===== src/rtl/fwd_hazard_unit.sv =====
// Forwarding and load-use hazard unit for the 5-stage integer pipeline.
// Shadows the in-flight destination registers to drive the ALU operand mux selects and the stall/bubble controls.
module fwd_hazard_unit #(
    parameter int REG_ADDR_W = 5,
    parameter int CNT_W      = 32
) (
    input  logic                  clk_i,
    input  logic                  rst_i,
    input  logic                  id_valid_i,
    input  logic [REG_ADDR_W-1:0] id_rs1_i,
    input  logic [REG_ADDR_W-1:0] id_rs2_i,
    input  logic [REG_ADDR_W-1:0] id_rd_i,
    input  logic                  id_reg_write_i,
    input  logic                  id_mem_read_i,
    input  logic                  flush_i,
    output logic [1:0]            fwd_a_sel_o,
    output logic [1:0]            fwd_b_sel_o,
    output logic                  stall_o,
    output logic                  bubble_o,
    output logic [CNT_W-1:0]      stall_cnt_o
);

    localparam logic [1:0] SEL_RF    = 2'b00;
    localparam logic [1:0] SEL_EXMEM = 2'b01;
    localparam logic [1:0] SEL_MEMWB = 2'b10;

    typedef struct packed {
        logic                  valid;
        logic [REG_ADDR_W-1:0] rd;
        logic                  reg_write;
        logic                  mem_read;
    } stage_t;

    // The register file is write-through, so the instruction leaving MEM/WB
    // never needs forwarding; only the EX and MEM shadows are kept.
    stage_t ex_q, mem_q, ex_d;
    logic [1:0] fwd_a_d, fwd_b_d;
    logic [1:0] fwd_a_q, fwd_b_q;
    logic [CNT_W-1:0] stall_cnt_q;
    logic load_in_ex;
    logic cnt_inc;

    function automatic logic producer_hit(input stage_t s, input logic [REG_ADDR_W-1:0] rs);
        return s.valid & s.reg_write & (s.rd != '0) & (s.rd == rs);
    endfunction

    function automatic logic [1:0] pick_sel(input stage_t younger, input stage_t older,
                                            input logic [REG_ADDR_W-1:0] rs);
        logic [1:0] sel;
        sel = SEL_RF;
        if (producer_hit(younger, rs)) begin
            sel = SEL_EXMEM;
        end else if (producer_hit(older, rs)) begin
            sel = SEL_MEMWB;
        end
        return sel;
    endfunction

    always_comb begin
        load_in_ex = ex_q.valid & ex_q.mem_read & (ex_q.rd != '0);
        stall_o    = id_valid_i & load_in_ex &
                     ((ex_q.rd == id_rs1_i) | (ex_q.rd == id_rs2_i));
        bubble_o   = stall_o | flush_i;
        cnt_inc    = stall_o & ~flush_i & (stall_cnt_q != {CNT_W{1'b1}});
    end

    always_comb begin
        ex_d           = '0;
        ex_d.valid     = id_valid_i & ~stall_o & ~flush_i;
        ex_d.rd        = id_rd_i;
        ex_d.reg_write = id_reg_write_i;
        ex_d.mem_read  = id_mem_read_i;
        fwd_a_d        = SEL_RF;
        fwd_b_d        = SEL_RF;
        // ex_q becomes EX/MEM and mem_q becomes MEM/WB at the same edge the
        // consumer enters EX, so they are the producers to compare against.
        if (ex_d.valid) begin
            fwd_a_d = pick_sel(ex_q, mem_q, id_rs1_i);
            fwd_b_d = pick_sel(ex_q, mem_q, id_rs2_i);
        end
    end

    always_ff @(posedge clk_i) begin
        if (rst_i) begin
            ex_q        <= '0;
            mem_q       <= '0;
            fwd_a_q     <= SEL_RF;
            fwd_b_q     <= SEL_RF;
            stall_cnt_q <= '0;
        end else begin
            mem_q   <= ex_q;
            ex_q    <= ex_d;
            fwd_a_q <= fwd_a_d;
            fwd_b_q <= fwd_b_d;
            if (cnt_inc) begin
                stall_cnt_q <= stall_cnt_q + CNT_W'(1);
            end
        end
    end

    assign fwd_a_sel_o = fwd_a_q;
    assign fwd_b_sel_o = fwd_b_q;
    assign stall_cnt_o = stall_cnt_q;

endmodule


===== config.mk =====
export PLATFORM = sky130hd
export DESIGN_NAME = fwd_hazard_unit
export DESIGN_NICKNAME = d
export VERILOG_FILES = /design/src/rtl/fwd_hazard_unit.sv
export SDC_FILE = /design/constraint.sdc
export NUM_CORES = 1
export LEC_CHECK = 0
export BUFFER_PORTS_ARGS = -buffer_cell sky130_fd_sc_hd__buf_2
export CAP_MARGIN = 30
export CORE_AREA = 3 3 81 64
export DETAILED_ROUTE_END_ITERATION = 8
export DIE_AREA = 0 0 84 67
export PLACE_DENSITY = 0.81
export SETUP_SLACK_MARGIN = 0.15
export SLEW_MARGIN = 20
export SYNTH_ARGS = -nofsm -noshare
export SYNTH_HDL_FRONTEND = slang
export SYNTH_SLANG_ARGS = --single-unit

===== constraint.sdc =====
create_clock -name clk_i -period 5.9 [get_ports clk_i]
set_input_delay 0.59 -clock clk_i [delete_from_list [all_inputs] [get_ports clk_i]]
set_output_delay 0.59 -clock clk_i [all_outputs]
set_load 0.02 [all_outputs]

==> flow_metrics.py, run 1 <==
metrics = {
    "critical_path": {
        "cp_data_arrival_time_ns": 2.23,
        "path_max_fanout": 4,
        "crit_required_ns": 5.31,
        "critical_path.startpoint_type": "flop",
        "ff2ff_path_depth": 7,
        "worstSetupEndpointType": "output pin",
        "r2r_start": "ex_q[2]$_SDFF_PP0_",
        "startpoint": "ex_q[2]$_SDFF_PP0_",
        "worstSetupPathType": "flop to output pin",
    },
    "yosys": {
        "synthSimpleGateAreaFrac_pct": 30.5,
        "synth.avg_cell_area_um2": 8.89,
        "synth_common_cells": "dfxtp_1 (51), a21oi_1 (29), nor2b_1 (18), or4_1 (18), nand2_1 (16)",
        "synth_edf_count": 0,
        "yosysUniqueCellTypes": 48,
        "synth_area_leader_cell": "dfxtp_1",
        "yosysMostFrequentCell": "dfxtp_1",
        "synth_top_area_share_pct": 39.7,
        "synth_top_family_by_area": "simple AND/OR/NAND/NOR gates",
        "synth_ff_type": "dfxtp_1",
        "synthMuxAreaShare_pct": 1.31,
        "yosysWarnings": 0,
        "synthAdderAreaFrac_pct": 0.487,
        "netlist_instances": 289,
        "synth_compound_area_share_pct": 17.5,
        "yosysSeqAreaShare_pct": 39.7,
        "ys_seq_elements": 51,
        "synth_area_leaders": "dfxtp_1 (40%), a21oi_1 (5.6%), or4_1 (5.3%)",
        "synth_xor_area_share_pct": 6.82,
        "async_reset_ff_share_pct": 0,
        "synth_fp_nets": 311,
        "syn-cell-area_um2": 2570,
    },
    "final_layout": {
        "nets": 366,
        "area_growth_pct": 17.3,
        "regArea_um2": 1020,
        "finalInstanceArea_um2": 3020,
        "num_antenna_cells": 0,
        "drive_above_1_share_pct": 24.3,
        "utilization_pct": 67.9,
        "nFillCells": 377,
        "instances_no_fill": 402,
        "multi_input_area_um2": 1460,
    },
    "global_route": {
        "grt_pass1_wl_mm": 9.60,
        "antenna_found_initial": 0,
        "grt-ovfl-total": 0,
        "grt_usage_pct": 21.0,
        "grt_pass1_vias": 2008,
        "grt_max_degree": 52,
    },
    "placement": {
        "placedCellCount": 393,
        "port_buffers": 58,
        "gp_congestion": 0.793,
        "place_area_um2": 2860,
        "hpwl_mm": 4.28,
    },
    "routing": {
        "post_drt_wl_per_cell_um": 14.6,
        "drt_first_pass_iters": 4,
        "via_per_inst": 5.89,
        "ant_nets": 0,
        "drcViolationCount": 0,
        "wirelength_mm": 5.89,
        "drt_iter0_drc": 151,
        "vias": 2366,
    },
    "pwr": {
        "power.density_nw_per_um2": 225,
        "vdd_drop_max_uv": 141,
        "total_leakage_power_nw": 1.15,
        "p_total_uw": 678,
    },
    "sta": {
        "slew_headroom_pct": 40.4,
        "fin_tns_setup_ns": 0,
        "clock_skew_ns": 0.00979,
        "period_share_pct": 47.8,
        "max_freq_ghz": 0.354,
        "drv_slew": 0,
        "hold_viol": 0,
        "finalSetupViolCount": 0,
        "rsz0062_at_grt": "no",
        "fin_crit_ns": 2.82,
        "worstMarginPinSlew_ns": 0.893,
    },
    "run": {
        "cap_violations": 0,
    },
    "status": {
        "status": "complete, no violations",
    },
    "floorplanning": {
        "pin_count": 59,
        "die_h_um": 67,
        "start_util_pct": 57.9,
        "die_w_um": 84,
        "row_count": 21,
        "coreArea_um2": 4440,
        "dieArea_um2": 5630,
    },
    "clock_network": {
        "cts_root_buf": "clkbuf_8",
        "cts_buffer_depth": 2,
        "clk-insertion-delay-late_ns": 0.31,
        "cts_sinks": 51,
        "ctsResizeCount": 0,
        "cts_buffers": 5,
        "cts-hold-fix-buffers": 0,
        "htree_num_levels": 2,
        "post-cts-setup-buffers": 0,
        "cts.clk_slew.worst_paths_ns": 0.09,
        "tritoncts": "built",
    },
    "min_path": {
        "hp-start": "ex_q[1]$_SDFF_PP0_",
        "hold_path_class": "flop to flop",
        "holdPathStages": 1,
    },
}
-- where the power goes --
part	total (mW)	internal, mW	switching (mW)
registers	0.354	0.349	0.00512
clock network	0.288	0.169	0.119
logic	0.0363	0.0167	0.0196
total	0.678	0.534	0.144
-- logic make-up after synthesis --
kind of cell / after synthesis
XOR/XNOR: 20
multiplexers: 3
AO/OA/AOI/OAI: 72
AND/OR/NAND/NOR: 124
flip-flops: 51
buffers and inverters: 18
adder cells (fa/ha/maj): 1
-- critical path, cell delays in order (launching register included) --
cell and delay, ns:
dfxtp_1 0.37, or4_1 0.57, o211ai_2 0.28, a21oi_1 0.10, and2_1 0.18, or2_2 0.27, buf_2 0.16
-- area by class of cell --
type                    count  share of cell area [%]
repair buffers             59                    10.1
flip-flops and latches     51                    33.9
multi-input cells         220                    48.3
clock buffers               5                    2.28
well taps                  57                    2.37
clock inverters             3                    2.24
inverters                   7                   0.871
-- worst paths after layout --
path,slack (ns),end
worst max-delay path,3.08,bubble_o
worst min-delay path,0.47,mem_q[1]$_SDFF_PP0_
worst max register to register,3.69,stall_cnt_o[7]$_SDFFE_PP0P_
worst min register to register,0.47,mem_q[1]$_SDFF_PP0_
-- per-stage QoR --
step | setup slack (ns) | hold slack (ns)
after CTS | 3.07 | 0.478
after detailed placement | 3.37 | 0.466
after global placement | 3.43 | 0.449
after floorplan | 3.54 | 0.438
after global routing | 2.95 | 0.486
final | 3.08 | 0.474
-- metal layers --
metal  wire [um]  track usage, %  part of all wire [%]
met1        2940            30.4                    50
met2        2530            31.5                    43
met3         371            4.82                   6.3
met4          48            4.82                  0.82
met5           0               0                     0
-- cells in the final DEF (no fill, tap or decap), types with 2 or more instances in the layout --
master and count:
o21ai_2 2, o21ai_0 6, nor3_1 8, mux2_1 3, a21oi_1 29, nor2_1 11
nand4_4 2, buf_2 58, nand3_1 11, bufinv_16 2, and3_2 2, o21ai_1 9
nor2_2 2, o2111ai_1 2, clkbuf_8 5, xor2_1 12, or3_1 15, nand2_1 16
and3_1 2, o31ai_1 15, xnor2_1 8, o211ai_1 4, nand4_1 7, dfxtp_1 51
or4_1 18, inv_1 6, nor2b_1 18
-- state kept, by name, summed over array words and instances, names as in the netlist --
signal	flops
ex_q	8
mem_q	7
stall_cnt_o	32
fwd_a_sel_o	2
fwd_b_sel_o	2
Power figures use the tool's default switching activity.
==> run 2, diff against run 1 <==
Settings changed: CORE_AREA 3 3 81 64 to 3 3 89 70, DIE_AREA 0 0 84 67 to 0 0 92 73, PLACE_DENSITY 0.81 to 0.71.
Clock period 5.9 ns to 2.4 ns, I/O delays scaled along.
==> run 2 against run 1 <==
Net effect:
- final cell count grew 7.7%
- largest cell class unchanged
- clock power is 79% higher
- via count grew 3.1%
- critical path depth increased by 2
- clock skew shrank 0.0044 ns
- critical endpoint unchanged
- routed wire length is 6.4% higher
- sequential share of layout area fell by 1.4 points
- worst setup slack worse by 3.0 ns
- register-to-register slack lost 3.5 ns
==> flow_metrics.py, run 2 (synthesized netlist as in run 1, its figures left out) <==
metrics = {
    "status": {
        "status": "complete, no violations",
    },
    "floorplanning": {
        "start_util_pct": 48.0,
        "coreArea_um2": 5350,
        "die_w_um": 92,
        "die_h_um": 73,
        "dieArea_um2": 6720,
        "pin_count": 59,
        "row_count": 23,
    },
    "final_layout": {
        "nets": 379,
        "area_growth_pct": 23.3,
        "instances_no_fill": 433,
        "final_common_cell": "buf_2",
        "finalInstanceArea_um2": 3170,
        "final_cell_mix": "buf_2 (57), dfxtp_1 (46), a21oi_1 (28)",
        "num_antenna_cells": 0,
        "largest_reg_flops": 32,
        "drive_above_1_share_pct": 29.6,
    },
    "global_route": {
        "grt_pass1_vias": 2180,
        "grt_max_degree": 36,
        "met1_usage_pct": 28.1,
        "grt_usage_pct": 19.0,
        "antenna_found_initial": 0,
        "grt_pass1_wl_mm": 10.3,
        "busiest_layer": "met1",
        "grt-ovfl-total": 0,
        "grtUsageMet3_pct": 4.43,
        "use_met2_pct": 27.0,
    },
    "placement": {
        "placedCellCount": 419,
        "place_area_um2": 2960,
        "hpwl_mm": 4.57,
        "gp_congestion": 0.884,
        "port_buffers": 58,
        "dp_slack_ns": 0.235,
    },
    "critical_path": {
        "worstSetupPathType": "flop to output pin",
        "critical_path.startpoint_type": "flop",
        "crit_path_max_incr_delay_ns": 0.35,
        "worstSetupEndpointType": "output pin",
        "worst_path_max_delay_cell": "dfxtp_4",
        "path_cells": "buf_4 > xor2_1 > nor3_1 > nand3_1 > a21oi_2 > and2_1 > or2_2 > buf_6",
        "r2r_setup_slack_ns": 0.16,
        "crit_required_ns": 2.16,
        "path_max_fanout": 3,
        "cp_data_arrival_time_ns": 2.08,
    },
    "routing": {
        "vias": 2439,
        "post_drt_wl_per_cell_um": 14.5,
        "ant_nets": 0,
        "wirelength_mm": 6.26,
        "drcViolationCount": 0,
        "drt_first_pass_iters": 4,
        "drt_iter0_drc": 159,
        "via_per_inst": 5.63,
    },
    "pwr": {
        "p_total_mw": 1.49,
        "total_leakage_power_nw": 1.21,
        "power.density_nw_per_um2": 470,
        "vdd_drop_max_uv": 246,
    },
    "sta": {
        "worstMarginPinSlew_ns": 0.645,
        "slew_headroom_pct": 57.0,
        "fin_crit_ns": 2.32,
        "clock_skew_ns": 0.00542,
        "finalSetupViolCount": 0,
        "rsz0062_at_grt": "yes",
        "worst_slack_ns": 0.0847,
        "period_share_pct": 96.5,
        "max_freq_ghz": 0.432,
        "hold_viol": 0,
        "drv_slew": 0,
        "fin_tns_setup_ns": 0,
    },
    "clock_network": {
        "htree_num_levels": 2,
        "cts_root_buf": "clkbuf_8",
        "tritoncts": "built",
        "cts_buffers": 5,
        "clk-insertion-delay-late_ns": 0.30,
        "cts_buffer_depth": 2,
        "cts.clk_slew.worst_paths_ns": 0.09,
        "cts-hold-fix-buffers": 0,
        "cts_sinks": 51,
    },
    "min_path": {
        "hold_path_class": "input port to flop",
    },
    "run": {
        "cap_violations": 0,
    },
}
run 2: where the power goes:
part	internal, mW	total [mW]	switching [mW]
Sequential	0.857	0.869	0.0120
Combinational	0.0483	0.104	0.0556
Clock	0.236	0.516	0.280
Total	1.14	1.49	0.348
run 2: what timing repair did:
| item | 4_1_cts | 5_1_grt |
|---|---|---|
| gates resized for setup | 9 | 8 |
| endpoints found under the hold margin | 0 | 0 |
| buffers inserted | 4 | 2 |
| endpoints found under the setup margin | 1 | 19 |
| pin swaps | 1 | 4 |
run 2: layout make-up:
type | count | area (um^2)
Clock buffer | 6 | 82.6
Clock inverter | 2 | 16.3
Fill cell | 498 | 2180
Inverter | 7 | 26.3
Multi-Input combinational cell | 220 | 1510
Sequential cell | 51 | 1030
Tap cell | 75 | 93.8
Timing Repair Buffer | 72 | 414
run 2: final timing paths:
check,endpoint,from,cells past startpoint
max,bubble_o,ex_q[3]$_SDFF_PP0_,8
min,ex_q[3]$_SDFF_PP0_,id_rd_i[1],2
max reg2reg,stall_cnt_o[12]$_SDFFE_PP0P_,ex_q[3]$_SDFF_PP0_,8
min reg2reg,mem_q[1]$_SDFF_PP0_,ex_q[1]$_SDFF_PP0_,1
run 2: critical path, delay by kind of cell (launching register included):
kind                   cells  cell delay, ns
flip-flops                 1            0.35
AND/OR/NAND/NOR            4            0.79
buffers and inverters      2            0.25
XOR/XNOR                   1            0.17
AO/OA/AOI/OAI              1            0.21
run 2: through the flow:
step | hold WS (ns) | util, %
after CTS | 0.134 | 58.2
after global placement | 0.451 | 55.3
after global routing | 0.142 | 59.2
final | 0.145 | 59.2
after detailed placement | 0.454 | 55.3
after floorplan | 0.368 | -
run 2: routing by layer:
metal,routed length (um),vias up
li1,-,1215
met5,0,-
met3,406,10
met1,3080,1136
met4,85,0
met2,2690,78
==> run 3, diff against run 2 <==
Settings changed: REMOVE_ABC_BUFFERS from default to 1.
==> run 3 against run 2 <==
Net effect:
- clock skew is 0.0034 ns higher
- sequential power hardly changed
- die area stayed put
- critical endpoint unchanged
- non-clock buffer count is 4 lower
- total power is 3.1% lower
- utilization is 0.47 points lower
- routed wire length is 2.1% higher
- largest power group unchanged
- worst setup slack better by 0.11 ns
==> flow_metrics.py, run 3 (synthesized netlist as in run 1, its figures left out) <==
metrics = {
    "sta": {
        "fin_crit_ns": 2.20,
        "drv_slew": 0,
        "period_share_pct": 91.7,
        "slew_headroom_pct": 53.8,
        "whs_ns": 0.142,
        "finalSetupViolCount": 0,
        "worstMarginPinSlew_ns": 0.694,
        "rsz0062_at_grt": "yes",
        "fin_tns_setup_ns": 0,
        "hold_viol": 0,
        "max_freq_ghz": 0.454,
        "clock_skew_ns": 0.00880,
    },
    "pwr": {
        "power.density_nw_per_um2": 459,
        "total_leakage_power_nw": 1.19,
        "p_total_mw": 1.44,
        "vdd_drop_max_uv": 198,
    },
    "critical_path": {
        "worst_path_max_delay_cell": "or4_4",
        "critical_path.startpoint_type": "flop",
        "crit_required_ns": 2.16,
        "cp_data_arrival_time_ns": 1.96,
        "path_max_fanout": 4,
        "crit_path_max_incr_delay_ns": 0.53,
        "worstSetupPathType": "flop to output pin",
        "worstSetupEndpointType": "output pin",
        "path_cells": "or4_4 > o211ai_4 > a21oi_2 > and2_1 > or2_4 > buf_6",
    },
    "final_layout": {
        "final_common_cell": "buf_2",
        "num_antenna_cells": 0,
        "nets": 376,
        "largest_reg_flops": 32,
        "drive_above_1_share_pct": 30.4,
        "nFillCells": 485,
        "final_cell_mix": "buf_2 (57), dfxtp_1 (42), a21oi_1 (28)",
        "instances_no_fill": 430,
        "area_growth_pct": 22.3,
    },
    "placement": {
        "gp_congestion": 0.850,
        "port_buffers": 58,
        "hpwl_mm": 4.45,
        "placedCellCount": 416,
    },
    "global_route": {
        "grt_usage_pct": 19.3,
        "grt_pass1_vias": 2231,
        "antenna_found_initial": 0,
        "grt_pass1_wl_mm": 10.4,
        "grt_max_degree": 40,
        "grt-ovfl-total": 0,
    },
    "clock_network": {
        "cts_buffer_depth": 2,
        "htree_num_levels": 2,
        "cts-hold-fix-buffers": 0,
        "cts.clk_slew.worst_paths_ns": 0.08,
        "tritoncts": "built",
        "cts_sinks": 51,
        "clk-insertion-delay-late_ns": 0.31,
        "cts_buffers": 5,
        "cts_root_buf": "clkbuf_8",
    },
    "floorplanning": {
        "dieArea_um2": 6720,
        "coreArea_um2": 5350,
        "row_count": 23,
        "start_util_pct": 48.0,
        "die_h_um": 73,
        "die_w_um": 92,
        "pin_count": 59,
    },
    "routing": {
        "vias": 2446,
        "wirelength_mm": 6.39,
        "via_per_inst": 5.69,
        "ant_nets": 0,
        "drt_iter0_drc": 190,
        "drcViolationCount": 0,
        "drt_first_pass_iters": 4,
        "post_drt_wl_per_cell_um": 14.9,
    },
    "min_path": {
        "hold_path_class": "input port to flop",
    },
    "run": {
        "cap_violations": 0,
    },
    "status": {
        "status": "complete, no violations",
    },
}
## run 3: what timing repair did
action | CTS | global route
pin swaps | 3 | 4
setup buffers | 2 | 3
endpoints found under the setup margin | 1 | 22
resized for setup | 9 | 18
cloned | 0 | 1
## run 3: path summary, 6_finish.rpt
| kind | cells after the start | slack [ns] | endpoint | start |
|---|---|---|---|---|
| max | 6 | 0.20 | bubble_o | ex_q[3]$_SDFF_PP0_ |
| min | 2 | 0.14 | ex_q[4]$_SDFF_PP0_ | id_rd_i[2] |
| max reg2reg | 7 | 0.24 | stall_cnt_o[31]$_SDFFE_PP0P_ | ex_q[5]$_SDFF_PP0_ |
| min reg2reg | 1 | 0.50 | mem_q[1]$_SDFF_PP0_ | ex_q[1]$_SDFF_PP0_ |
## run 3: through the flow
stage	utilization (%)	instance area (um^2)	worst slack, ns
3_5_place_dp	54.6	2920	0.184
3_3_place_gp	54.6	2920	0.248
6_report	58.7	3140	0.198
5_1_grt	58.7	3140	0.136
4_1_cts	57.0	3050	0.138
2_1_floorplan	-	2500	0.341
## run 3: routing by layer
metal,up-vias,track usage (%),wire length [um]
met5,-,0,0
met4,0,7.41,102
met3,9,3.92,317
met2,71,29.0,2860
met1,1159,27.5,3110
li1,1207,-,-
## run 3: worst max-delay path, delay by kind of cell (launching register included)
family / cells / cell delay, ns
AO/OA/AOI/OAI: 2 / 0.26
buffers and inverters: 1 / 0.13
flip-flops: 1 / 0.36
AND/OR/NAND/NOR: 3 / 0.91
## run 3: final cells by class
class	instances	area, um^2	share of cell area, %
multi-input cells	221	1530	48.8
well taps	75	93.8	2.98
clock buffers	7	76.3	2.43
repair buffers	68	372	11.8
flip-flops and latches	51	1040	33.0
clock inverters	1	5.00	0.159
inverters	7	26.3	0.836
## run 3: report_power, final
group / internal (mW) / total [mW] / switching, mW
sequential: 0.856 / 0.869 / 0.0130
combinational: 0.0476 / 0.102 / 0.0541
clock: 0.205 / 0.471 / 0.266
total: 1.11 / 1.44 / 0.333
